==> config.mk <==
export PLATFORM = sky130hd
export DESIGN_NAME = r5p_issue_ctl
export DESIGN_NICKNAME = d
export VERILOG_FILES = /design/src/rtl/r5p_issue_ctl_pkg.sv /design/src/rtl/riscv_isa_pkg.sv /design/src/rtl/r5p_scoreboard.sv /design/src/rtl/r5p_issue_ctl.sv
export SDC_FILE = /design/constraint.sdc
export NUM_CORES = 1
export LEC_CHECK = 0
export ABC_AREA = 1
export ABC_CLOCK_PERIOD_IN_PS = 4200
export BUFFER_PORTS_ARGS = -buffer_cell sky130_fd_sc_hd__buf_4
export CORE_MARGIN = 2
export CORE_UTILIZATION = 43
export CTS_CLUSTER_SIZE = 30
export DETAILED_ROUTE_END_ITERATION = 12
export PLACE_DENSITY = 0.69
export SLEW_MARGIN = 0
export SYNTH_ARGS = -nofsm -noshare
export SYNTH_HDL_FRONTEND = slang
export SYNTH_SLANG_ARGS = --single-unit
==> constraint.sdc <==
create_clock -name clk -period 4.2 [get_ports clk]
set_input_delay 0.42 -clock clk [delete_from_list [all_inputs] [get_ports clk]]
set_output_delay 0.42 -clock clk [all_outputs]
set_load 0.02 [all_outputs]
==> src/rtl/r5p_issue_ctl_pkg.sv <==
// Issue-controller local types: buffer state encoding, visible on the debug port.
package r5p_issue_ctl_pkg;

    typedef enum logic [1:0] {
        ST_EMPTY  = 2'd0,
        ST_HAZARD = 2'd1,
        ST_ISSUE  = 2'd2
    } issue_state_e;

endpackage

==> src/rtl/riscv_isa_pkg.sv <==
// Shared RV32I definitions: base opcodes, instruction field views and the canonical NOP.
package riscv_isa_pkg;

    typedef enum logic [6:0] {
        OPC_LOAD     = 7'b0000011,
        OPC_MISC_MEM = 7'b0001111,
        OPC_OP_IMM   = 7'b0010011,
        OPC_AUIPC    = 7'b0010111,
        OPC_STORE    = 7'b0100011,
        OPC_OP       = 7'b0110011,
        OPC_LUI      = 7'b0110111,
        OPC_BRANCH   = 7'b1100011,
        OPC_JALR     = 7'b1100111,
        OPC_JAL      = 7'b1101111,
        OPC_SYSTEM   = 7'b1110011
    } opcode_e;

    typedef struct packed {
        logic [6:0] funct7;
        logic [4:0] rs2;
        logic [4:0] rs1;
        logic [2:0] funct3;
        logic [4:0] rd;
        logic [6:0] opcode;
    } op32_r_t;

    typedef struct packed {
        logic [11:0] imm_11_0;
        logic [4:0]  rs1;
        logic [2:0]  funct3;
        logic [4:0]  rd;
        logic [6:0]  opcode;
    } op32_i_t;

    typedef union packed {
        op32_r_t r;
        op32_i_t i;
    } op32_t;

    // ADDI x0,x0,0
    localparam logic [31:0] NOP = 32'h0000_0013;

endpackage

==> src/rtl/r5p_scoreboard.sv <==
// Register busy scoreboard with outstanding-writer counter; issue-set wins over writeback-clear.
module r5p_scoreboard #(
    parameter int unsigned MAX_OUT = 4
) (
    input  logic        clk,
    input  logic        rst,
    input  logic        set_vld,
    input  logic [4:0]  set_rd,
    input  logic        clr_vld,
    input  logic [4:0]  clr_rd,
    output logic [31:0] busy,
    output logic [3:0]  cnt
);

    localparam logic [3:0] CNT_MAX = 4'(MAX_OUT);

    logic [31:0] busy_q, busy_d;
    logic [3:0]  cnt_q, cnt_d;
    logic        set_en, clr_en;

    always_comb begin
        set_en = set_vld && (set_rd != 5'd0);
        // A writeback with nothing outstanding is dropped entirely.
        clr_en = clr_vld && (clr_rd != 5'd0) && (cnt_q != 4'd0);

        busy_d = busy_q;
        if (clr_en) busy_d[clr_rd] = 1'b0;
        if (set_en) busy_d[set_rd] = 1'b1;
        busy_d[0] = 1'b0;

        cnt_d = cnt_q;
        if (set_en && !clr_en && (cnt_q != CNT_MAX)) begin
            cnt_d = cnt_q + 4'd1;
        end else if (clr_en && !set_en) begin
            cnt_d = cnt_q - 4'd1;
        end
    end

    always_ff @(posedge clk) begin
        if (rst) begin
            busy_q <= '0;
            cnt_q  <= '0;
        end else begin
            busy_q <= busy_d;
            cnt_q  <= cnt_d;
        end
    end

    assign busy = busy_q;
    assign cnt  = cnt_q;

endmodule

==> src/rtl/r5p_issue_ctl.sv <==
// One-entry issue buffer: holds a fetched instruction until its operands and destination are free.
// Handshakes: a beat moves on a rising edge where valid and ready are both high; ready may depend on the same-cycle out transfer.
module r5p_issue_ctl
    import riscv_isa_pkg::*;
    import r5p_issue_ctl_pkg::*;
#(
    parameter int unsigned MAX_OUT = 4
) (
    input  logic         clk,
    input  logic         rst,
    input  logic         ifu_vld,
    input  logic [31:0]  ifu_ins,
    output logic         ifu_rdy,
    output logic         idu_vld,
    output logic [31:0]  idu_ins,
    output logic [4:0]   idu_rd,
    output logic [4:0]   idu_rs1,
    output logic [4:0]   idu_rs2,
    output logic [11:0]  idu_imm,
    input  logic         idu_rdy,
    input  logic         wbu_vld,
    input  logic [4:0]   wbu_rd,
    input  logic         flush,
    output logic [31:0]  busy,
    output logic [3:0]   cnt,
    output issue_state_e dbg_state
);

    localparam logic [3:0] CNT_MAX = 4'(MAX_OUT);

    issue_state_e state_q, state_d;
    op32_t        ins_q, ins_d;
    logic         writer, chk_rs1, chk_rs2, hazard;
    logic         in_xfer, out_xfer;

    always_comb begin
        writer  = 1'b0;
        chk_rs1 = 1'b1;
        chk_rs2 = 1'b0;
        case (ins_q.r.opcode)
            OPC_LUI, OPC_AUIPC, OPC_JAL: begin
                writer  = 1'b1;
                chk_rs1 = 1'b0;
            end
            OPC_JALR, OPC_LOAD, OPC_OP_IMM: writer = 1'b1;
            OPC_OP: begin
                writer  = 1'b1;
                chk_rs2 = 1'b1;
            end
            OPC_STORE, OPC_BRANCH: chk_rs2 = 1'b1;
            default: ;
        endcase
        if (ins_q.r.rd == 5'd0) writer = 1'b0;

        // Registered scoreboard only: a writeback releases the stall one cycle later.
        hazard = (chk_rs1 && busy[ins_q.r.rs1])
              || (chk_rs2 && busy[ins_q.r.rs2])
              || (writer && busy[ins_q.r.rd])
              || (writer && (cnt == CNT_MAX));
    end

    always_comb begin
        idu_vld  = !rst && !flush && (state_q == ST_ISSUE) && !hazard;
        out_xfer = idu_vld && idu_rdy;
        ifu_rdy  = !rst && !flush && ((state_q == ST_EMPTY) || out_xfer);
        in_xfer  = ifu_vld && ifu_rdy;

        ins_d = ins_q;
        if (in_xfer) ins_d = ifu_ins;

        state_d = state_q;
        if (flush) begin
            state_d = ST_EMPTY;
        end else begin
            case (state_q)
                ST_EMPTY:  if (in_xfer) state_d = ST_ISSUE;
                ST_ISSUE: begin
                    if (hazard)        state_d = ST_HAZARD;
                    else if (out_xfer) state_d = in_xfer ? ST_ISSUE : ST_EMPTY;
                end
                ST_HAZARD: if (!hazard) state_d = ST_ISSUE;
                default:   state_d = ST_EMPTY;
            endcase
        end
    end

    always_ff @(posedge clk) begin
        if (rst) begin
            state_q <= ST_EMPTY;
            ins_q   <= NOP;
        end else begin
            state_q <= state_d;
            ins_q   <= ins_d;
        end
    end

    r5p_scoreboard #(
        .MAX_OUT (MAX_OUT)
    ) u_scoreboard (
        .clk     (clk),
        .rst     (rst),
        .set_vld (out_xfer && writer),
        .set_rd  (ins_q.r.rd),
        .clr_vld (wbu_vld),
        .clr_rd  (wbu_rd),
        .busy    (busy),
        .cnt     (cnt)
    );

    assign idu_ins   = ins_q;
    assign idu_rd    = ins_q.r.rd;
    assign idu_rs1   = ins_q.r.rs1;
    assign idu_rs2   = ins_q.r.rs2;
    assign idu_imm   = ins_q.i.imm_11_0;
    assign dbg_state = state_q;

endmodule
# Yosys cells after proc, flatten, opt, wreduce, memory -nomap -nowiden
# Index checks and enable logic that the tools add are counted.
# totals
out_inout_bits	99
wordCells	95
inputBits	43
reg_bits	70
# classes
magnitude_cmp	6
muxes	24
n_addsub	2
reduce_logical	39
n_bitwise	3
eq_ne	16
# ops
cell	n
32-bit 2-to-1 mux	2
32-bit bitwise AND	1
32-bit inverter	1
32-bit OR	1
5-bit by 6-bit less-than comparator with 1-bit output, second input constant	4
7-bit by 6-bit equality test with 1-bit output, second input constant	3
7-bit equality test, second input constant	3
1-bit logical AND	19
1-bit binary-select mux with 5-bit select	3
7-bit by 5-bit equality test with 1-bit output, second input constant	2
1-bit demux with 5-bit select	2
5-bit by 1-bit greater-or-equal comparator with 1-bit output, second input constant	2
2-bit 2-to-1 mux	5
5-bit nonzero test	2
1-bit 2-to-1 mux	9
4-bit 2-to-1 mux	2
7-bit by 2-bit equality test with 1-bit output, second input constant	1
7-bit OR reduction	1
2-bit case mux with 3 select lines	1
3-bit OR reduction	2
1-bit zero test	5
5-bit zero test	1
4-bit by 1-bit adder with 4-bit output, second input constant	1
4-bit by 3-bit equality test with 1-bit output, second input constant	1
12 further kinds	16

# Logic depth before layout (Yosys ltp)
# Gate-level depths: netlist of run 1.
# depth
ltp_word	17
depth_mapped	25
depth_no_buf	24

# Modules after synthesis
# Synthesis of run 1 repeated with hierarchy kept, for this count alone.
# unflattened
cells_unflattened	685
hier_area_um2	4346.7
# by_module_without_submodules
mod	area_per_inst_um2	n_inst	seq_area_each_um2	cells_per_inst
r5p_issue_ctl	2673.8	1	680.7	452
r5p_scoreboard	1672.9	1	700.7	233

# Least setup slack after synthesis of run 1
# OpenSTA, ideal clock, no wires.
# synth_timing
path_type	register to register
start	register ins_q (netlist bit idu_ins[9])
end	register u_scoreboard.cnt_q[3], in the netlist u_scoreboard.cnt[3]
required_time_ps	4085
arrival_time_ps	2617
path_slack_ps	1468
stages_incl_launch_ff	21
period_less_slack_ps	2732
path_cell_list	dfxtp_1 -> inv_2 -> nor3_2 -> nand2_1 -> nand2_1 -> nor2_1 -> nand2_1 -> nand2_1 -> nand2_2 -> nand2_2 -> nor2_2 -> nand3_2 -> inv_1 -> nand3_1 -> ha_1 -> nand2_1 -> nand2_1 -> a31oi_1 -> nand3_1 -> a21oi_1 -> nor2_1
# synth_between
elab_chain_cells	13
# synth_rtl
item	line	source
start: declaration	r5p_issue_ctl.sv:32	op32_t ins_q, ins_d;
start signal: assignment	r5p_issue_ctl.sv:93	ins_q <= ins_d;
1-bit binary-select mux with 5-bit select / 5-bit zero test (equally long branches)	r5p_issue_ctl.sv:58, r5p_issue_ctl.sv:53	
1-bit 2-to-1 mux, on equally long branches	r5p_issue_ctl.sv:58, r5p_issue_ctl.sv:53	
1-bit logical AND	r5p_issue_ctl.sv:58	|| (writer && busy[ins_q.r.rd])
1-bit logical OR	r5p_issue_ctl.sv:58	
1-bit logical OR	r5p_issue_ctl.sv:59	|| (writer && (cnt == CNT_MAX));
1-bit zero test	--	
1-bit logical AND	r5p_issue_ctl.sv:63	idu_vld = !rst && !flush && (state_q == ST_ISSUE) && !hazard;
1-bit logical AND	r5p_issue_ctl.sv:64	out_xfer = idu_vld && idu_rdy;
1-bit logical AND	r5p_issue_ctl.sv:102	.set_vld (out_xfer && writer),
1-bit logical AND *	r5p_scoreboard.sv:22	set_en = set_vld && (set_rd != 5'd0);
1-bit logical AND / 1-bit zero test (equally long branches)	r5p_scoreboard.sv:32, r5p_scoreboard.sv:34	
1-bit logical AND, on equally long branches	r5p_scoreboard.sv:32, r5p_scoreboard.sv:34	
4-bit 2-to-1 mux / 2-bit nonzero test (equally long branches)	--	
end signal: assignment	r5p_scoreboard.sv:45	cnt_q <= cnt_d;
end: declaration	r5p_scoreboard.sv:18	logic [3:0] cnt_q, cnt_d;
# Mark *: on every way between the ends. The rest lies on a longest branch, timed or not. The select of a mux whose other input is x is not followed.
# A chain may end at the register's enable or synchronous reset.

# Final worst setup path of run 1
# layout_timing
start	register ins_q (netlist bit idu_ins[7])
end	register u_scoreboard.cnt_q[3], in the netlist u_scoreboard.cnt[3]
# The elaborated chain is that of the path after synthesis.

==> report_table.html, run 1 <==
<table>
<tr><th>Metric</th><th>Value</th></tr>
<tr><th colspan="2">Detailed routing</th></tr>
<tr><td>Wire length per cell</td><td>16.4 um</td></tr>
<tr><td>Vias</td><td>4930</td></tr>
<tr><td>Routed vias/inst</td><td>5.40</td></tr>
<tr><td>Post-route DRC violation count</td><td>0</td></tr>
<tr><td>Number of detailed-routing iterations run before antenna repair</td><td>5</td></tr>
<tr><td>Routed wire length</td><td>15.0 mm</td></tr>
<tr><td>Number of routed nets with antenna violations</td><td>0</td></tr>
<tr><td>Drt first-iter violations</td><td>386</td></tr>
<tr><th colspan="2">Global route</th></tr>
<tr><td>Pin count of the biggest net entering global routing</td><td>37</td></tr>
<tr><td>Overall track demand over capacity in global routing</td><td>27.0%</td></tr>
<tr><td>Antenna violations before repair</td><td>0</td></tr>
<tr><td>Wire length of the first global-routing pass</td><td>23.7 mm</td></tr>
<tr><td>Global route overflow</td><td>0</td></tr>
<tr><td>Number of global-route vias before repair</td><td>4529</td></tr>
<tr><th colspan="2">Clock tree</th></tr>
<tr><td>TritonCTS sink count</td><td>69</td></tr>
<tr><td>Clock tree buffer depth</td><td>2</td></tr>
<tr><td>Clk_lat worst skew</td><td>0.35 ns</td></tr>
<tr><td>Number of clock buffers inserted by TritonCTS</td><td>9</td></tr>
<tr><td>Root buffer cell</td><td>sky130_fd_sc_hd__clkbuf_8</td></tr>
<tr><td>H-Tree Depth</td><td>3</td></tr>
<tr><td>Clock tree from TritonCTS</td><td>done</td></tr>
<tr><td>Gates resized, CTS repair</td><td>0</td></tr>
<tr><td>Clock input transition at the sequential cells of the worst setup and hold paths</td><td>0.08 ns</td></tr>
<tr><td>CTS Hold Bufs</td><td>0</td></tr>
<tr><td>Post-CTS Setup Repair Bufs</td><td>0</td></tr>
<tr><th colspan="2">Setup path</th></tr>
<tr><td>Type of the setup path with the least slack</td><td>register to register</td></tr>
<tr><td>Crit path DAT</td><td>3.79 ns</td></tr>
<tr><td>Category of the worst setup path capture point</td><td>register</td></tr>
<tr><td>Category of the worst setup path launch point</td><td>register</td></tr>
<tr><td>Depth of the most critical reg-to-reg path</td><td>24</td></tr>
<tr><td>Largest fanout of any net on the critical path</td><td>22</td></tr>
<tr><td>R2R Setup Slk</td><td>0.65 ns</td></tr>
<tr><td>Crit path required time</td><td>4.44 ns</td></tr>
<tr><th colspan="2">Timing</th></tr>
<tr><td>Worst slew slack as a fraction of its limit</td><td>34.0%</td></tr>
<tr><td>Final Critical Period</td><td>3.55 ns</td></tr>
<tr><td>Achievable clock frequency</td><td>282 MHz</td></tr>
<tr><td>Max Slew Vio Count</td><td>0</td></tr>
<tr><td>Hold violation count in the final report</td><td>0</td></tr>
<tr><td>Setup Viol. Count Final</td><td>0</td></tr>
<tr><td>Post-Route Setup TNS</td><td>0 ns</td></tr>
<tr><td>Largest clock skew in the final design</td><td>0.00982 ns</td></tr>
<tr><td>Post-route fraction of the period consumed by the critical path</td><td>84.4%</td></tr>
<tr><td>Setup repair after global routing missed its margin</td><td>no</td></tr>
<tr><td>Slew @ Worst Pin</td><td>0.989 ns</td></tr>
<tr><th colspan="2">Floorplan</th></tr>
<tr><td>Core Box Area</td><td>9820 um^2</td></tr>
<tr><td>Die height</td><td>105 um</td></tr>
<tr><td>I/O Pins</td><td>142</td></tr>
<tr><td>Initial cell density of the core</td><td>44.7%</td></tr>
<tr><td>Full die area</td><td>11000 um^2</td></tr>
<tr><td>Width of the die</td><td>105 um</td></tr>
<tr><td>Number of core rows</td><td>36</td></tr>
<tr><th colspan="2">Yosys</th></tr>
<tr><td>Biggest area consumer among synthesized cells</td><td>sky130_fd_sc_hd__dfxtp_1</td></tr>
<tr><td>Area contributors post-synth</td><td>sky130_fd_sc_hd__dfxtp_1, sky130_fd_sc_hd__nand2_1, sky130_fd_sc_hd__nand3_1, sky130_fd_sc_hd__o21ai_0, sky130_fd_sc_hd__inv_1</td></tr>
<tr><td>Post-synth design cell area</td><td>4390 um^2</td></tr>
<tr><td>Cell with the most instances after synthesis</td><td>sky130_fd_sc_hd__nand2_1</td></tr>
<tr><td>Sequential element share of the synthesized area</td><td>31.5%</td></tr>
<tr><td>Leading cell types by count after synthesis</td><td>sky130_fd_sc_hd__nand2_1, sky130_fd_sc_hd__nand3_1, sky130_fd_sc_hd__dfxtp_1, sky130_fd_sc_hd__inv_1, sky130_fd_sc_hd__o21ai_0</td></tr>
<tr><td>Post-synth top flop</td><td>sky130_fd_sc_hd__dfxtp_1</td></tr>
<tr><td>Post-synthesis area per instance</td><td>6.47 um^2</td></tr>
<tr><td>Async set or reset register ratio after synthesis</td><td>0%</td></tr>
<tr><td>Share of the synthesized area in the top cell type</td><td>31.5%</td></tr>
<tr><td>Yosys Warn Count</td><td>0</td></tr>
<tr><td>Post-synth cell types</td><td>32</td></tr>
<tr><td>Number of enable flip-flop cells after synthesis</td><td>0</td></tr>
<tr><td>Number of instances in the synthesized netlist</td><td>678</td></tr>
<tr><td>Synthesized Nets</td><td>724</td></tr>
<tr><td>Synthesis-stage register bit count</td><td>69</td></tr>
<tr><th colspan="2">Run</th></tr>
<tr><td>Max-Cap Viols</td><td>0</td></tr>
<tr><th colspan="2">Layout</th></tr>
<tr><td>Storage element area</td><td>1380 um^2</td></tr>
<tr><td>Synth-to-layout area growth</td><td>24.6%</td></tr>
<tr><td>Count of fill cells added during filler insertion</td><td>1007</td></tr>
<tr><td>End-of-flow core utilization</td><td>55.7%</td></tr>
<tr><td>Area used by multi-input combinational logic</td><td>2340 um^2</td></tr>
<tr><td>Fin nets</td><td>821</td></tr>
<tr><td>Antenna diode instance count</td><td>0</td></tr>
<tr><td>Fraction of final layout cells with drive strength greater than 1</td><td>25.4%</td></tr>
<tr><th colspan="2">Status</th></tr>
<tr><td>Outcome</td><td>finished, final reports clean</td></tr>
<tr><th colspan="2">Placement</th></tr>
<tr><td>Final estimated routing congestion in global placement</td><td>0.921</td></tr>
<tr><td>Port buffer count</td><td>140</td></tr>
<tr><td>Hpwl dp</td><td>11.3 mm</td></tr>
<tr><th colspan="2">Power and ir drop</th></tr>
<tr><td>Peak VDD IR</td><td>0.196 mV</td></tr>
<tr><td>Power density cells</td><td>350 nW/um^2</td></tr>
<tr><td>Leakage power</td><td>2.49 nW</td></tr>
<tr><th colspan="2">Worst hold path</th></tr>
<tr><td>Kind of path behind the tightest hold check</td><td>primary input to register</td></tr>
<tr><td>Number of stages on the worst hold path</td><td>3</td></tr>
</table>
[power by group]
part,switching [mW],leakage [nW],total (mW),internal [mW]
clock network,0.275,0.120,0.689,0.413
logic,0.298,1.81,0.480,0.182
registers,0.0554,0.561,0.743,0.688
[placed cells by master, fill, tap and decap left out, drive strengths merged]
master	count
a211oi	1
a21boi	2
a21oi	42
a31oi	1
buf	143
bufinv	3
clkbuf	11
clkinv	2
clkinvlp	1
conb	1
dfxtp	69
fa	1
ha	2
inv	68
nand2	154
nand3	89
nand3b	2
nand4	6
nor2	83
nor3	15
o211ai	14
o21ai	69
xnor2	1
[final timing paths]
check                                   startpoint                          endpoint
hold reg to reg   u_scoreboard.busy[31]$_SDFF_PP0_  u_scoreboard.busy[31]$_SDFF_PP0_
setup / recovery           idu_ins[7]$_SDFFE_PP0P_  u_scoreboard.cnt[3]$_SDFFE_PP0P_
hold / removal                          ifu_ins[0]           idu_ins[0]$_SDFFE_PP1P_
setup reg to reg           idu_ins[7]$_SDFFE_PP0P_  u_scoreboard.cnt[3]$_SDFFE_PP0P_
[final cells by class]
cell class                      instances  area share [%]
Multi-Input combinational cell        483            42.8
Sequential cell                        69            25.3
Timing Repair Buffer                  143            19.6
Inverter                               69            4.73
Tap cell                              133            3.04
Clock buffer                           11            2.58
Clock inverter                          5            1.94
[state kept, by name (all words and copies together) (netlist names)]
signal / count
dbg_state: 2
idu_ins: 32
u_scoreboard.busy: 31
u_scoreboard.cnt: 4
[cell families after synthesis]
logic type / count (synthesis) / share of synthesized area, %
and+or+nand+nor: 349 / 36.3
AOI/OAI and AO/OA: 129 / 15.8
buffers and inverters: 126 / 15.2
DFF: 69 / 31.5
adders and majority gates: 3 / 1.03
xor gates and xnor gates: 1 / 0.200
other: 1 / 0.0854
[routing by layer]
metal  part of all wire [%]  global-route usage (%)
met5                      0                       0
met4                    1.9                    7.71
met3                    9.8                    6.86
met2                     45                    41.6
met1                     44                    37.3
[critical path, cell delays in order (launching register included)]
cell and delay, ns:
sky130_fd_sc_hd__dfxtp_1 0.80, sky130_fd_sc_hd__inv_1 0.42, sky130_fd_sc_hd__nand2_1 0.17, sky130_fd_sc_hd__nand2_1 0.06, sky130_fd_sc_hd__nand2_1 0.06, sky130_fd_sc_hd__nand2_1 0.07, sky130_fd_sc_hd__nand2_1 0.05, sky130_fd_sc_hd__nand2_1 0.05
sky130_fd_sc_hd__nor2_1 0.08, sky130_fd_sc_hd__nand2_1 0.07, sky130_fd_sc_hd__nand2_1 0.07, sky130_fd_sc_hd__nand2_2 0.07, sky130_fd_sc_hd__nand2_2 0.07, sky130_fd_sc_hd__nor2_2 0.04, sky130_fd_sc_hd__nand3_2 0.09, sky130_fd_sc_hd__inv_1 0.05
sky130_fd_sc_hd__nand3_1 0.18, sky130_fd_sc_hd__ha_1 0.32, sky130_fd_sc_hd__nand2_1 0.07, sky130_fd_sc_hd__nand2_1 0.04, sky130_fd_sc_hd__a31oi_1 0.19, sky130_fd_sc_hd__nand3b_1 0.17, sky130_fd_sc_hd__nand3_1 0.10, sky130_fd_sc_hd__nand2_1 0.09
sky130_fd_sc_hd__nor2_1 0.06
[through the flow]
stage | total power, mW | hold slack [ns] | worst slack, ns | instances | area, um^2
CTS | 1.91 | 0.269 | 0.716 | 913 | 5470
floorplan | 1.07 | 0.546 | 1.47 | 678 | 4390
detailed placement | 1.23 | 0.489 | 0.734 | 897 | 5220
global route | 2.00 | 0.272 | 0.251 | 913 | 5470
finish | 1.91 | 0.278 | 0.653 | 913 | 5470
global placement | 1.21 | 0.486 | 0.993 | 897 | 5220
Note: power is estimated with default switching activity, not from simulation.
==> run 2, diff against run 1 <==
--- a/config.mk
+++ b/config.mk
@@ -5,14 +5,14 @@
 export SDC_FILE = /design/constraint.sdc
 export NUM_CORES = 1
 export LEC_CHECK = 0
-export ABC_AREA = 1
-export ABC_CLOCK_PERIOD_IN_PS = 4200
+export ABC_AREA = 0
+export ABC_CLOCK_PERIOD_IN_PS = 3150
 export BUFFER_PORTS_ARGS = -buffer_cell sky130_fd_sc_hd__buf_4
 export CORE_MARGIN = 2
 export CORE_UTILIZATION = 43
 export CTS_CLUSTER_SIZE = 30
 export DETAILED_ROUTE_END_ITERATION = 12
-export PLACE_DENSITY = 0.69
+export PLACE_DENSITY = 0.73
 export SLEW_MARGIN = 0
 export SYNTH_ARGS = -nofsm -noshare
 export SYNTH_HDL_FRONTEND = slang
==> constraint.sdc (replaced) <==
create_clock -name clk -period 3.15 [get_ports clk]
set_input_delay 0.315 -clock clk [delete_from_list [all_inputs] [get_ports clk]]
set_output_delay 0.315 -clock clk [all_outputs]
set_load 0.02 [all_outputs]
==> report_table.html, run 2 <==
<table>
<tr><th>Metric</th><th>Value</th></tr>
<tr><th colspan="2">Clock tree</th></tr>
<tr><td>Root buffer cell</td><td>sky130_fd_sc_hd__clkbuf_8 (unchanged)</td></tr>
<tr><td>TritonCTS sink count</td><td>69 (unchanged)</td></tr>
<tr><td>Clock input transition at the sequential cells of the worst setup and hold paths</td><td>0.07 ns (was 0.08 ns)</td></tr>
<tr><td>CTS Hold Bufs</td><td>0 (unchanged)</td></tr>
<tr><td>Clk_lat worst skew</td><td>0.35 ns (about the same)</td></tr>
<tr><td>H-Tree Depth</td><td>3 (unchanged)</td></tr>
<tr><td>Number of clock buffers inserted by TritonCTS</td><td>9 (unchanged)</td></tr>
<tr><td>Clock tree buffer depth</td><td>2 (unchanged)</td></tr>
<tr><td>Clock tree from TritonCTS</td><td>done (unchanged)</td></tr>
<tr><th colspan="2">Placement</th></tr>
<tr><td>Final estimated routing congestion in global placement</td><td>0.957 (was 0.921)</td></tr>
<tr><td>Hpwl dp</td><td>10.7 mm (was 11.3 mm)</td></tr>
<tr><td>Port buffer count</td><td>140 (unchanged)</td></tr>
<tr><td>Placement Setup Slack</td><td>-0.105 ns (was 0.734 ns)</td></tr>
<tr><td>DP Cell Count</td><td>750 (was 897)</td></tr>
<tr><th colspan="2">Yosys</th></tr>
<tr><td>Synthesized Nets</td><td>533 (was 724)</td></tr>
<tr><td>Post-synth design cell area</td><td>4160 um^2 (was 4390 um^2)</td></tr>
<tr><td>Cell with the most instances after synthesis</td><td>sky130_fd_sc_hd__o21ai_0 (was sky130_fd_sc_hd__nand2_1)</td></tr>
<tr><td>Post-synth top flop</td><td>sky130_fd_sc_hd__dfxtp_1 (unchanged)</td></tr>
<tr><td>Sequential element share of the synthesized area</td><td>33.2% (was 31.5%)</td></tr>
<tr><td>Area contributors post-synth</td><td>sky130_fd_sc_hd__dfxtp_1, sky130_fd_sc_hd__o21ai_0, sky130_fd_sc_hd__mux4_2, sky130_fd_sc_hd__mux2i_1, sky130_fd_sc_hd__buf_4 (was sky130_fd_sc_hd__dfxtp_1, sky130_fd_sc_hd__nand2_1, sky130_fd_sc_hd__nand3_1, sky130_fd_sc_hd__o21ai_0, sky130_fd_sc_hd__inv_1)</td></tr>
<tr><td>Synthesis-stage register bit count</td><td>69 (unchanged)</td></tr>
<tr><td>Yosys Warn Count</td><td>0 (unchanged)</td></tr>
<tr><td>Post-synthesis area per instance</td><td>8.54 um^2 (was 6.47 um^2)</td></tr>
<tr><td>Leading cell types by count after synthesis</td><td>sky130_fd_sc_hd__o21ai_0, sky130_fd_sc_hd__dfxtp_1, sky130_fd_sc_hd__a21oi_1, sky130_fd_sc_hd__nand3_1, sky130_fd_sc_hd__buf_4 (was sky130_fd_sc_hd__nand2_1, sky130_fd_sc_hd__nand3_1, sky130_fd_sc_hd__dfxtp_1, sky130_fd_sc_hd__inv_1, sky130_fd_sc_hd__o21ai_0)</td></tr>
<tr><td>Number of enable flip-flop cells after synthesis</td><td>0 (unchanged)</td></tr>
<tr><td>Async set or reset register ratio after synthesis</td><td>0% (unchanged)</td></tr>
<tr><td>Post-synth cell types</td><td>53 (was 32)</td></tr>
<tr><td>Biggest area consumer among synthesized cells</td><td>sky130_fd_sc_hd__dfxtp_1 (unchanged)</td></tr>
<tr><td>Share of the synthesized area in the top cell type</td><td>33.2% (was 31.5%)</td></tr>
<tr><td>Number of instances in the synthesized netlist</td><td>487 (was 678)</td></tr>
<tr><th colspan="2">Global route</th></tr>
<tr><td>Wire length of the first global-routing pass</td><td>22.5 mm (was 23.7 mm)</td></tr>
<tr><td>Antenna violations before repair</td><td>0 (unchanged)</td></tr>
<tr><td>Global route overflow</td><td>0 (unchanged)</td></tr>
<tr><td>Number of global-route vias before repair</td><td>4291 (was 4529)</td></tr>
<tr><td>Overall track demand over capacity in global routing</td><td>27.9% (was 27.0%)</td></tr>
<tr><td>Pin count of the biggest net entering global routing</td><td>73 (was 37)</td></tr>
<tr><th colspan="2">Run</th></tr>
<tr><td>Max-Cap Viols</td><td>0 (unchanged)</td></tr>
<tr><th colspan="2">Timing</th></tr>
<tr><td>Post-Route Setup TNS</td><td>-0.193 ns (was 0 ns)</td></tr>
<tr><td>Achievable clock frequency</td><td>308 MHz (was 282 MHz)</td></tr>
<tr><td>Setup repair after global routing missed its margin</td><td>yes (was no)</td></tr>
<tr><td>Setup Viol. Count Final</td><td>2 (was 0)</td></tr>
<tr><td>Worst slew slack as a fraction of its limit</td><td>33.6% (was 34.0%)</td></tr>
<tr><td>Final Critical Period</td><td>3.25 ns (was 3.55 ns)</td></tr>
<tr><td>Final setup slack of the worst path</td><td>-0.0973 ns (was 0.653 ns)</td></tr>
<tr><td>Max Slew Vio Count</td><td>0 (unchanged)</td></tr>
<tr><td>Hold violation count in the final report</td><td>0 (unchanged)</td></tr>
<tr><td>Largest clock skew in the final design</td><td>0.0144 ns (was 0.00982 ns)</td></tr>
<tr><td>Post-route fraction of the period consumed by the critical path</td><td>103% (was 84.4%)</td></tr>
<tr><td>Slew @ Worst Pin</td><td>0.994 ns (was 0.989 ns)</td></tr>
<tr><th colspan="2">Worst hold path</th></tr>
<tr><td>Number of stages on the worst hold path</td><td>3 (unchanged)</td></tr>
<tr><td>Hold Startpoint</td><td>ifu_ins[0] (unchanged)</td></tr>
<tr><td>Kind of path behind the tightest hold check</td><td>primary input to register (unchanged)</td></tr>
<tr><td>Hold worst-path end</td><td>idu_ins[0]$_SDFFE_PP1P_ (unchanged)</td></tr>
<tr><th colspan="2">Power and ir drop</th></tr>
<tr><td>Share of power burned in registers</td><td>43.6% (was 38.9%)</td></tr>
<tr><td>Peak VDD IR</td><td>0.186 mV (was 0.196 mV)</td></tr>
<tr><td>Internal power</td><td>1.47 mW (was 1.28 mW)</td></tr>
<tr><td>Power density cells</td><td>377 nW/um^2 (was 350 nW/um^2)</td></tr>
<tr><td>Leakage power</td><td>2.32 nW (was 2.49 nW)</td></tr>
<tr><td>Switching portion of total power</td><td>32.7% (was 32.9%)</td></tr>
<tr><td>Clock network power share</td><td>28.3% (was 36.0%)</td></tr>
<tr><td>Combinational share of power</td><td>28.1% (was 25.1%)</td></tr>
<tr><td>Sw power</td><td>0.711 mW (was 0.629 mW)</td></tr>
<tr><th colspan="2">Setup path</th></tr>
<tr><td>Buffer and inverter count on the worst path</td><td>1 (was 2)</td></tr>
<tr><td>Depth of the most critical reg-to-reg path</td><td>13 (was 24)</td></tr>
<tr><td>Critical Path Most Common Cell</td><td>sky130_fd_sc_hd__mux2i_1 (was sky130_fd_sc_hd__nand2_1)</td></tr>
<tr><td>Largest fanout of any net on the critical path</td><td>12 (was 22)</td></tr>
<tr><td>R2R Setup Slk</td><td>-0.1 ns (was 0.65 ns)</td></tr>
<tr><td>Category of the worst setup path capture point</td><td>register (unchanged)</td></tr>
<tr><td>Category of the worst setup path launch point</td><td>register (unchanged)</td></tr>
<tr><td>Crit path DAT</td><td>3.49 ns (was 3.79 ns)</td></tr>
<tr><td>Chain of cells forming the critical path</td><td>buf_8 -&gt; mux2i_1 -&gt; mux4_2 -&gt; o21bai_1 -&gt; o2111a_2 -&gt; nor4_4 -&gt; nand2_4 -&gt; ha_4 -&gt; a21o_1 -&gt; a21oi_2 -&gt; or3_1 -&gt; mux2i_1 -&gt; mux2_2 (was inv_1 -&gt; nand2_1 -&gt; nand2_1 -&gt; nand2_1 -&gt; nand2_1 -&gt; nand2_1 -&gt; nand2_1 -&gt; nor2_1 -&gt; nand2_1 -&gt; nand2_1 -&gt; nand2_2 -&gt; nand2_2 -&gt; nor2_2 -&gt; nand3_2 -&gt; inv_1 -&gt; nand3_1 -&gt; ha_1 -&gt; nand2_1 -&gt; nand2_1 -&gt; a31oi_1 -&gt; nand3b_1 -&gt; nand3_1 -&gt; nand2_1 -&gt; nor2_1)</td></tr>
<tr><td>Destination of the worst register-to-register timing path</td><td>u_scoreboard.cnt[3]$_SDFFE_PP0P_ (unchanged)</td></tr>
<tr><td>Beginning of the worst register-to-register path</td><td>idu_ins[21]$_SDFFE_PP0P_ (was idu_ins[7]$_SDFFE_PP0P_)</td></tr>
<tr><td>Max incr delay on CP</td><td>0.37 ns (was 0.80 ns)</td></tr>
<tr><td>Crit path required time</td><td>3.39 ns (was 4.44 ns)</td></tr>
<tr><td>Largest delay contributor family on the critical path</td><td>multiplexers (was simple AND/OR/NAND/NOR gates)</td></tr>
<tr><td>Type of the setup path with the least slack</td><td>register to register (unchanged)</td></tr>
<tr><td>Total number of cells along the worst setup path</td><td>13 (was 24)</td></tr>
<tr><td>Critical-path top delay cell</td><td>sky130_fd_sc_hd__dfxtp_4 (was sky130_fd_sc_hd__dfxtp_1)</td></tr>
<tr><th colspan="2">Floorplan</th></tr>
<tr><td>Initial cell density of the core</td><td>44.6% (was 44.7%)</td></tr>
<tr><td>Core Box Area</td><td>9330 um^2 (was 9820 um^2)</td></tr>
<tr><td>Width of the die</td><td>102 um (was 105 um)</td></tr>
<tr><td>I/O Pins</td><td>142 (unchanged)</td></tr>
<tr><td>Die height</td><td>102 um (was 105 um)</td></tr>
<tr><td>Number of core rows</td><td>35 (was 36)</td></tr>
<tr><td>Full die area</td><td>10500 um^2 (was 11000 um^2)</td></tr>
<tr><th colspan="2">Detailed routing</th></tr>
<tr><td>Post-route DRC violation count</td><td>0 (unchanged)</td></tr>
<tr><td>Routed vias/inst</td><td>5.78 (was 5.40)</td></tr>
<tr><td>Number of routed nets with antenna violations</td><td>0 (unchanged)</td></tr>
<tr><td>Drt first-iter violations</td><td>309 (was 386)</td></tr>
<tr><td>Wire length per cell</td><td>18.7 um (was 16.4 um)</td></tr>
<tr><td>Routed wire length</td><td>14.5 mm (was 15.0 mm)</td></tr>
<tr><td>Number of detailed-routing iterations run before antenna repair</td><td>5 (unchanged)</td></tr>
<tr><td>Vias</td><td>4477 (was 4930)</td></tr>
<tr><th colspan="2">Status</th></tr>
<tr><td>Outcome</td><td>finished with violations (was finished, final reports clean)</td></tr>
<tr><td>Violations in the final reports</td><td>setup timing</td></tr>
<tr><th colspan="2">Layout</th></tr>
<tr><td>Fin nets</td><td>686 (was 821)</td></tr>
<tr><td>Most used cells in the layout excluding fill and tap cells</td><td>sky130_fd_sc_hd__buf_4, sky130_fd_sc_hd__o21ai_0, sky130_fd_sc_hd__dfxtp_1, sky130_fd_sc_hd__a21oi_1, sky130_fd_sc_hd__nand3_1 (was sky130_fd_sc_hd__nand2_1, sky130_fd_sc_hd__buf_4, sky130_fd_sc_hd__nand3_1, sky130_fd_sc_hd__dfxtp_1, sky130_fd_sc_hd__inv_1)</td></tr>
<tr><td>End-of-flow core utilization</td><td>62.0% (was 55.7%)</td></tr>
<tr><td>Synth-to-layout area growth</td><td>39.1% (was 24.6%)</td></tr>
<tr><td>Max FFs per register</td><td>32 (unchanged)</td></tr>
<tr><td>Most common cell after layout, fill and taps aside</td><td>sky130_fd_sc_hd__buf_4 (was sky130_fd_sc_hd__nand2_1)</td></tr>
<tr><td>Antenna diode instance count</td><td>0 (unchanged)</td></tr>
<tr><td>Fraction of final layout cells with drive strength greater than 1</td><td>40.5% (was 25.4%)</td></tr>
<tr><td>Count of fill cells added during filler insertion</td><td>830 (was 1007)</td></tr>
<tr><td>Final cell count without fillers</td><td>774 (was 913)</td></tr>
</table>
[run 2: changes by cell type in the layout (fill, tap and decap cells not counted), moves of 24 or more]
cell	change
sky130_fd_sc_hd__buf_4	+55
sky130_fd_sc_hd__nand3_1	-50
sky130_fd_sc_hd__nor2b_1	+24
sky130_fd_sc_hd__nand2_1	-129
sky130_fd_sc_hd__nor2_1	-40
sky130_fd_sc_hd__inv_1	-61
sky130_fd_sc_hd__mux2i_1	+31
[run 2: layout make-up]
class / count / area [um^2] / share of cell area [%]
Tap cell: 129 / 161 / 2.79
Multi-Input combinational cell: 354 / 2450 / 42.4
Timing Repair Buffer: 204 / 1600 / 27.7
Sequential cell: 69 / 1410 / 24.4
Inverter: 2 / 7.51 / 0.130
Clock inverter: 3 / 15.0 / 0.260
Clock buffer: 13 / 139 / 2.40
[run 2: how the worst max path moves through the flow]
stage,from,endpoint,slack (ns)
2_1_floorplan,idu_ins[21]$_SDFFE_PP0P_,u_scoreboard.cnt[3]$_SDFFE_PP0P_,-0.15
3_3_place_gp,idu_ins[21]$_SDFFE_PP0P_,u_scoreboard.cnt[3]$_SDFFE_PP0P_,0.02
3_5_place_dp,idu_ins[21]$_SDFFE_PP0P_,u_scoreboard.cnt[3]$_SDFFE_PP0P_,-0.11
4_1_cts,idu_ins[15]$_SDFFE_PP0P_,u_scoreboard.cnt[3]$_SDFFE_PP0P_,-0.04
5_1_grt,idu_ins[21]$_SDFFE_PP0P_,u_scoreboard.cnt[3]$_SDFFE_PP0P_,-0.23
6_report,idu_ins[21]$_SDFFE_PP0P_,u_scoreboard.cnt[3]$_SDFFE_PP0P_,-0.1
[run 2: worst min-delay path: stages]
cell	delay, ns
sky130_fd_sc_hd__buf_4	0.08
sky130_fd_sc_hd__nor3_1	0.04
sky130_fd_sc_hd__a21oi_1	0.10
[run 2: kinds of logic after synthesis]
family / share of synthesized area, %
AOI/OAI and AO/OA: 20.3
muxes: 15.9
other: 0.0902
xor gates and xnor gates: 0.421
adders and majority gates: 1.08
and+or+nand+nor: 19.9
buffers and inverters: 9.15
DFF: 33.2
[run 2: stage by stage]
step,cell area (um^2),hold WS [ns],power [mW]
after floorplan,4250,0.452,1.33
after global placement,5500,0.468,1.53
after detailed placement,5500,0.471,1.55
after CTS,5750,0.200,2.16
after global routing,5780,0.218,2.28
final,5780,0.211,2.18
[run 2: power by group through the flow]
stage | Combinational (mW) | Sequential [mW] | Clock (mW)
global placement | 0.570 | 0.964 | 0
finish | 0.612 | 0.949 | 0.617
detailed placement | 0.583 | 0.966 | 0
CTS | 0.595 | 0.945 | 0.623
floorplan | 0.317 | 1.02 | 0
global route | 0.660 | 0.955 | 0.665
[run 2: timing repair]
action / CTS / global route
resized for setup: 6 / 5
setup buffers: 6 / 1
endpoints found under the hold margin: 0 / 0
pin swaps: 3 / 5
setup endpoints to repair: 3 / 28
gates cloned: 1 / 0
[run 2: layer usage]
metal	GRT usage, %	part of all wire [%]	routed length [um]	vias to the layer above
li1	-	-	-	2060
met1	37.4	41	5880	2156
met3	4.17	8.0	1160	24
met5	0	0	0	-
met4	8.92	1.9	276	0
met2	46.4	49	7150	237
==> run 3, diff against run 2 <==
--- a/config.mk
+++ b/config.mk
@@ -12,6 +12,7 @@
 export CORE_UTILIZATION = 43
 export CTS_CLUSTER_SIZE = 30
 export DETAILED_ROUTE_END_ITERATION = 12
+export GPL_TIMING_DRIVEN = 0
 export PLACE_DENSITY = 0.73
 export SLEW_MARGIN = 0
 export SYNTH_ARGS = -nofsm -noshare
==> report_table.html, run 3 (synthesis results as in run 2) <==
<table>
<tr><th>Metric</th><th>Value</th></tr>
<tr><th colspan="2">Detailed routing</th></tr>
<tr><td>Vias</td><td>4447 (was 4477)</td></tr>
<tr><td>Wire length per cell</td><td>18.4 um (was 18.7 um)</td></tr>
<tr><td>Number of routed nets with antenna violations</td><td>0 (unchanged)</td></tr>
<tr><td>Drt first-iter violations</td><td>297 (was 309)</td></tr>
<tr><td>Post-route DRC violation count</td><td>0 (unchanged)</td></tr>
<tr><td>Number of detailed-routing iterations run before antenna repair</td><td>5 (unchanged)</td></tr>
<tr><td>Routed vias/inst</td><td>5.71 (was 5.78)</td></tr>
<tr><td>Routed wire length</td><td>14.3 mm (was 14.5 mm)</td></tr>
<tr><th colspan="2">Global route</th></tr>
<tr><td>Pin count of the biggest net entering global routing</td><td>12 (was 73)</td></tr>
<tr><td>Antenna violations before repair</td><td>0 (unchanged)</td></tr>
<tr><td>Number of global-route vias before repair</td><td>4235 (was 4291)</td></tr>
<tr><td>Global route overflow</td><td>0 (unchanged)</td></tr>
<tr><td>GR Util met3</td><td>5.40% (was 4.17%)</td></tr>
<tr><td>Wire length of the first global-routing pass</td><td>21.8 mm (was 22.5 mm)</td></tr>
<tr><td>Met2 global-route usage</td><td>43.6% (was 46.4%)</td></tr>
<tr><td>Global routing met1 resource utilization</td><td>36.8% (was 37.4%)</td></tr>
<tr><td>Overall track demand over capacity in global routing</td><td>27.3% (was 27.9%)</td></tr>
<tr><td>Highest-utilization routing layer at the global route stage</td><td>met2 (unchanged)</td></tr>
<tr><th colspan="2">Status</th></tr>
<tr><td>Violations in the final reports</td><td>setup timing (unchanged)</td></tr>
<tr><td>Outcome</td><td>finished with violations (unchanged)</td></tr>
<tr><th colspan="2">Worst hold path</th></tr>
<tr><td>Hold Startpoint</td><td>ifu_ins[20] (was ifu_ins[0])</td></tr>
<tr><td>Kind of path behind the tightest hold check</td><td>primary input to register (unchanged)</td></tr>
<tr><th colspan="2">Floorplan</th></tr>
<tr><td>Core Box Area</td><td>9330 um^2 (unchanged)</td></tr>
<tr><td>Initial cell density of the core</td><td>44.6% (unchanged)</td></tr>
<tr><td>Number of core rows</td><td>35 (unchanged)</td></tr>
<tr><td>I/O Pins</td><td>142 (unchanged)</td></tr>
<tr><td>Full die area</td><td>10500 um^2 (unchanged)</td></tr>
<tr><td>Die height</td><td>102 um (unchanged)</td></tr>
<tr><td>Width of the die</td><td>102 um (unchanged)</td></tr>
<tr><th colspan="2">Layout</th></tr>
<tr><td>Area used by multi-input combinational logic</td><td>2450 um^2 (about the same)</td></tr>
<tr><td>Synth-to-layout area growth</td><td>38.7% (was 39.1%)</td></tr>
<tr><td>Count of fill cells added during filler insertion</td><td>798 (was 830)</td></tr>
<tr><td>Max FFs per register</td><td>32 (unchanged)</td></tr>
<tr><td>Fraction of final layout cells with drive strength greater than 1</td><td>39.2% (was 40.5%)</td></tr>
<tr><td>Final cell count without fillers</td><td>779 (was 774)</td></tr>
<tr><td>Antenna diode instance count</td><td>0 (unchanged)</td></tr>
<tr><td>Most common cell after layout, fill and taps aside</td><td>sky130_fd_sc_hd__buf_4 (unchanged)</td></tr>
<tr><td>Fin nets</td><td>691 (was 686)</td></tr>
<tr><td>Most used cells in the layout excluding fill and tap cells</td><td>sky130_fd_sc_hd__buf_4, sky130_fd_sc_hd__o21ai_0, sky130_fd_sc_hd__dfxtp_1, sky130_fd_sc_hd__a21oi_1, sky130_fd_sc_hd__nand3_1 (unchanged)</td></tr>
<tr><td>Storage element area</td><td>1410 um^2 (about the same)</td></tr>
<tr><th colspan="2">Run</th></tr>
<tr><td>Max-Cap Viols</td><td>0 (unchanged)</td></tr>
<tr><th colspan="2">Clock tree</th></tr>
<tr><td>Clk_lat worst skew</td><td>0.36 ns (was 0.35 ns)</td></tr>
<tr><td>Clock input transition at the sequential cells of the worst setup and hold paths</td><td>0.08 ns (was 0.07 ns)</td></tr>
<tr><td>Number of clock buffers inserted by TritonCTS</td><td>9 (unchanged)</td></tr>
<tr><td>H-Tree Depth</td><td>3 (unchanged)</td></tr>
<tr><td>Clock tree buffer depth</td><td>2 (unchanged)</td></tr>
<tr><td>CTS Hold Bufs</td><td>0 (unchanged)</td></tr>
<tr><td>Clock tree from TritonCTS</td><td>done (unchanged)</td></tr>
<tr><td>TritonCTS sink count</td><td>69 (unchanged)</td></tr>
<tr><td>Root buffer cell</td><td>sky130_fd_sc_hd__clkbuf_8 (unchanged)</td></tr>
<tr><th colspan="2">Power and ir drop</th></tr>
<tr><td>Power density cells</td><td>395 nW/um^2 (was 377 nW/um^2)</td></tr>
<tr><td>Leakage power</td><td>2.30 nW (was 2.32 nW)</td></tr>
<tr><td>Final Power</td><td>2.28 mW (was 2.18 mW)</td></tr>
<tr><td>Peak VDD IR</td><td>0.169 mV (was 0.186 mV)</td></tr>
<tr><th colspan="2">Setup path</th></tr>
<tr><td>Crit path required time</td><td>3.40 ns (was 3.39 ns)</td></tr>
<tr><td>Largest fanout of any net on the critical path</td><td>10 (was 12)</td></tr>
<tr><td>Category of the worst setup path capture point</td><td>register (unchanged)</td></tr>
<tr><td>Critical path startpoint</td><td>idu_ins[21]$_SDFFE_PP0P_ (unchanged)</td></tr>
<tr><td>Category of the worst setup path launch point</td><td>register (unchanged)</td></tr>
<tr><td>Critical-path top delay cell</td><td>sky130_fd_sc_hd__dfxtp_4 (unchanged)</td></tr>
<tr><td>Beginning of the worst register-to-register path</td><td>idu_ins[21]$_SDFFE_PP0P_ (unchanged)</td></tr>
<tr><td>Crit path DAT</td><td>3.68 ns (was 3.49 ns)</td></tr>
<tr><td>Critical Path Most Common Cell</td><td>sky130_fd_sc_hd__mux2i_1 (unchanged)</td></tr>
<tr><td>Largest delay contributor family on the critical path</td><td>multiplexers (unchanged)</td></tr>
<tr><td>Type of the setup path with the least slack</td><td>register to register (unchanged)</td></tr>
<tr><td>R2R Setup Slk</td><td>-0.29 ns (was -0.1 ns)</td></tr>
<tr><td>Max incr delay on CP</td><td>0.41 ns (was 0.37 ns)</td></tr>
<tr><td>Buffer and inverter count on the worst path</td><td>2 (was 1)</td></tr>
<tr><td>Chain of cells forming the critical path</td><td>buf_12 -&gt; mux2i_1 -&gt; mux4_2 -&gt; o21bai_1 -&gt; o2111a_2 -&gt; nor4_4 -&gt; buf_6 -&gt; nand2_4 -&gt; ha_4 -&gt; a21o_1 -&gt; a21oi_2 -&gt; or3_1 -&gt; mux2i_1 -&gt; mux2_2 (was buf_8 -&gt; mux2i_1 -&gt; mux4_2 -&gt; o21bai_1 -&gt; o2111a_2 -&gt; nor4_4 -&gt; nand2_4 -&gt; ha_4 -&gt; a21o_1 -&gt; a21oi_2 -&gt; or3_1 -&gt; mux2i_1 -&gt; mux2_2)</td></tr>
<tr><th colspan="2">Timing</th></tr>
<tr><td>Post-route fraction of the period consumed by the critical path</td><td>109% (was 103%)</td></tr>
<tr><td>Setup Viol. Count Final</td><td>2 (unchanged)</td></tr>
<tr><td>Max Slew Vio Count</td><td>0 (unchanged)</td></tr>
<tr><td>Post-Route Setup TNS</td><td>-0.471 ns (was -0.193 ns)</td></tr>
<tr><td>Largest clock skew in the final design</td><td>0.0130 ns (was 0.0144 ns)</td></tr>
<tr><td>Achievable clock frequency</td><td>291 MHz (was 308 MHz)</td></tr>
<tr><td>Hold violation count in the final report</td><td>0 (unchanged)</td></tr>
<tr><td>Setup repair after global routing missed its margin</td><td>yes (unchanged)</td></tr>
<tr><td>Slew @ Worst Pin</td><td>0.938 ns (was 0.994 ns)</td></tr>
<tr><td>Final Critical Period</td><td>3.44 ns (was 3.25 ns)</td></tr>
<tr><td>Worst slew slack as a fraction of its limit</td><td>36.6% (was 33.6%)</td></tr>
<tr><td>Final setup slack of the worst path</td><td>-0.286 ns (was -0.0973 ns)</td></tr>
<tr><td>Hold slack</td><td>0.198 ns (was 0.211 ns)</td></tr>
<tr><th colspan="2">Placement</th></tr>
<tr><td>Port buffer count</td><td>139 (was 140)</td></tr>
<tr><td>Hpwl dp</td><td>10.5 mm (was 10.7 mm)</td></tr>
<tr><td>Placement Setup Slack</td><td>-0.508 ns (was -0.105 ns)</td></tr>
<tr><td>Final estimated routing congestion in global placement</td><td>0.948 (was 0.957)</td></tr>
<tr><td>DP Cell Count</td><td>755 (was 750)</td></tr>
</table>
## run 3: changes by cell type in the layout (fill, tap and decap cells not counted), sizes merged
cell / change
buf: -16
clkinv: +1
bufinv: +1
clkbuf: +19
## run 3: area by class of cell
cell class,instances,area share (%)
sequential,69,24.4
inverter,2,0.130
timing repair buffer,148,19.3
multi-input combinational,354,42.5
tap,129,2.80
clock buffer,11,2.45
buffer,61,7.59
clock inverter,5,0.867
## run 3: path summary, 6_finish.rpt
path / endpoint / cells after the start
min reg2reg: idu_ins[13]$_SDFFE_PP0P_ / 2
max reg2reg: u_scoreboard.cnt[3]$_SDFFE_PP0P_ / 14
min: idu_ins[20]$_SDFFE_PP0P_ / 3
max: u_scoreboard.cnt[3]$_SDFFE_PP0P_ / 14
## run 3: timing repair
action	in CTS	in global routing
gates resized for setup	9	8
buffers inserted	7	2
setup endpoints to repair	3	6
pin swaps	2	2
## run 3: metrics by stage
| stage | area, um^2 | util (%) |
|---|---|---|
| after floorplan | 4250 | - |
| after global placement | 5460 | 58.5 |
| after detailed placement | 5460 | 58.5 |
| after CTS | 5730 | 61.4 |
| after global routing | 5770 | 61.9 |
| final | 5770 | 61.9 |
## run 3: power by group
group | internal (mW) | leakage (nW) | switching, mW
Sequential | 0.907 | 0.566 | 0.0583
Clock | 0.382 | 0.103 | 0.350
Combinational | 0.266 | 1.63 | 0.318
## run 3: routing by layer
layer  routed length, um  part of all wire, %
met5                   0                    0
met4                 305                  2.1
met3                1030                  7.2
met2                6840                   48
met1                6120                   43
## run 3: worst reg2reg max path, cell delays in order (launching register included)
cell and delay (ns):
sky130_fd_sc_hd__dfxtp_4 0.41, sky130_fd_sc_hd__buf_12 0.15, sky130_fd_sc_hd__mux2i_1 0.22, sky130_fd_sc_hd__mux4_2 0.30, sky130_fd_sc_hd__o21bai_1 0.07, sky130_fd_sc_hd__o2111a_2 0.30, sky130_fd_sc_hd__nor4_4 0.37, sky130_fd_sc_hd__buf_6 0.16
sky130_fd_sc_hd__nand2_4 0.06, sky130_fd_sc_hd__ha_4 0.26, sky130_fd_sc_hd__a21o_1 0.12, sky130_fd_sc_hd__a21oi_2 0.06, sky130_fd_sc_hd__or3_1 0.31, sky130_fd_sc_hd__mux2i_1 0.17, sky130_fd_sc_hd__mux2_2 0.35
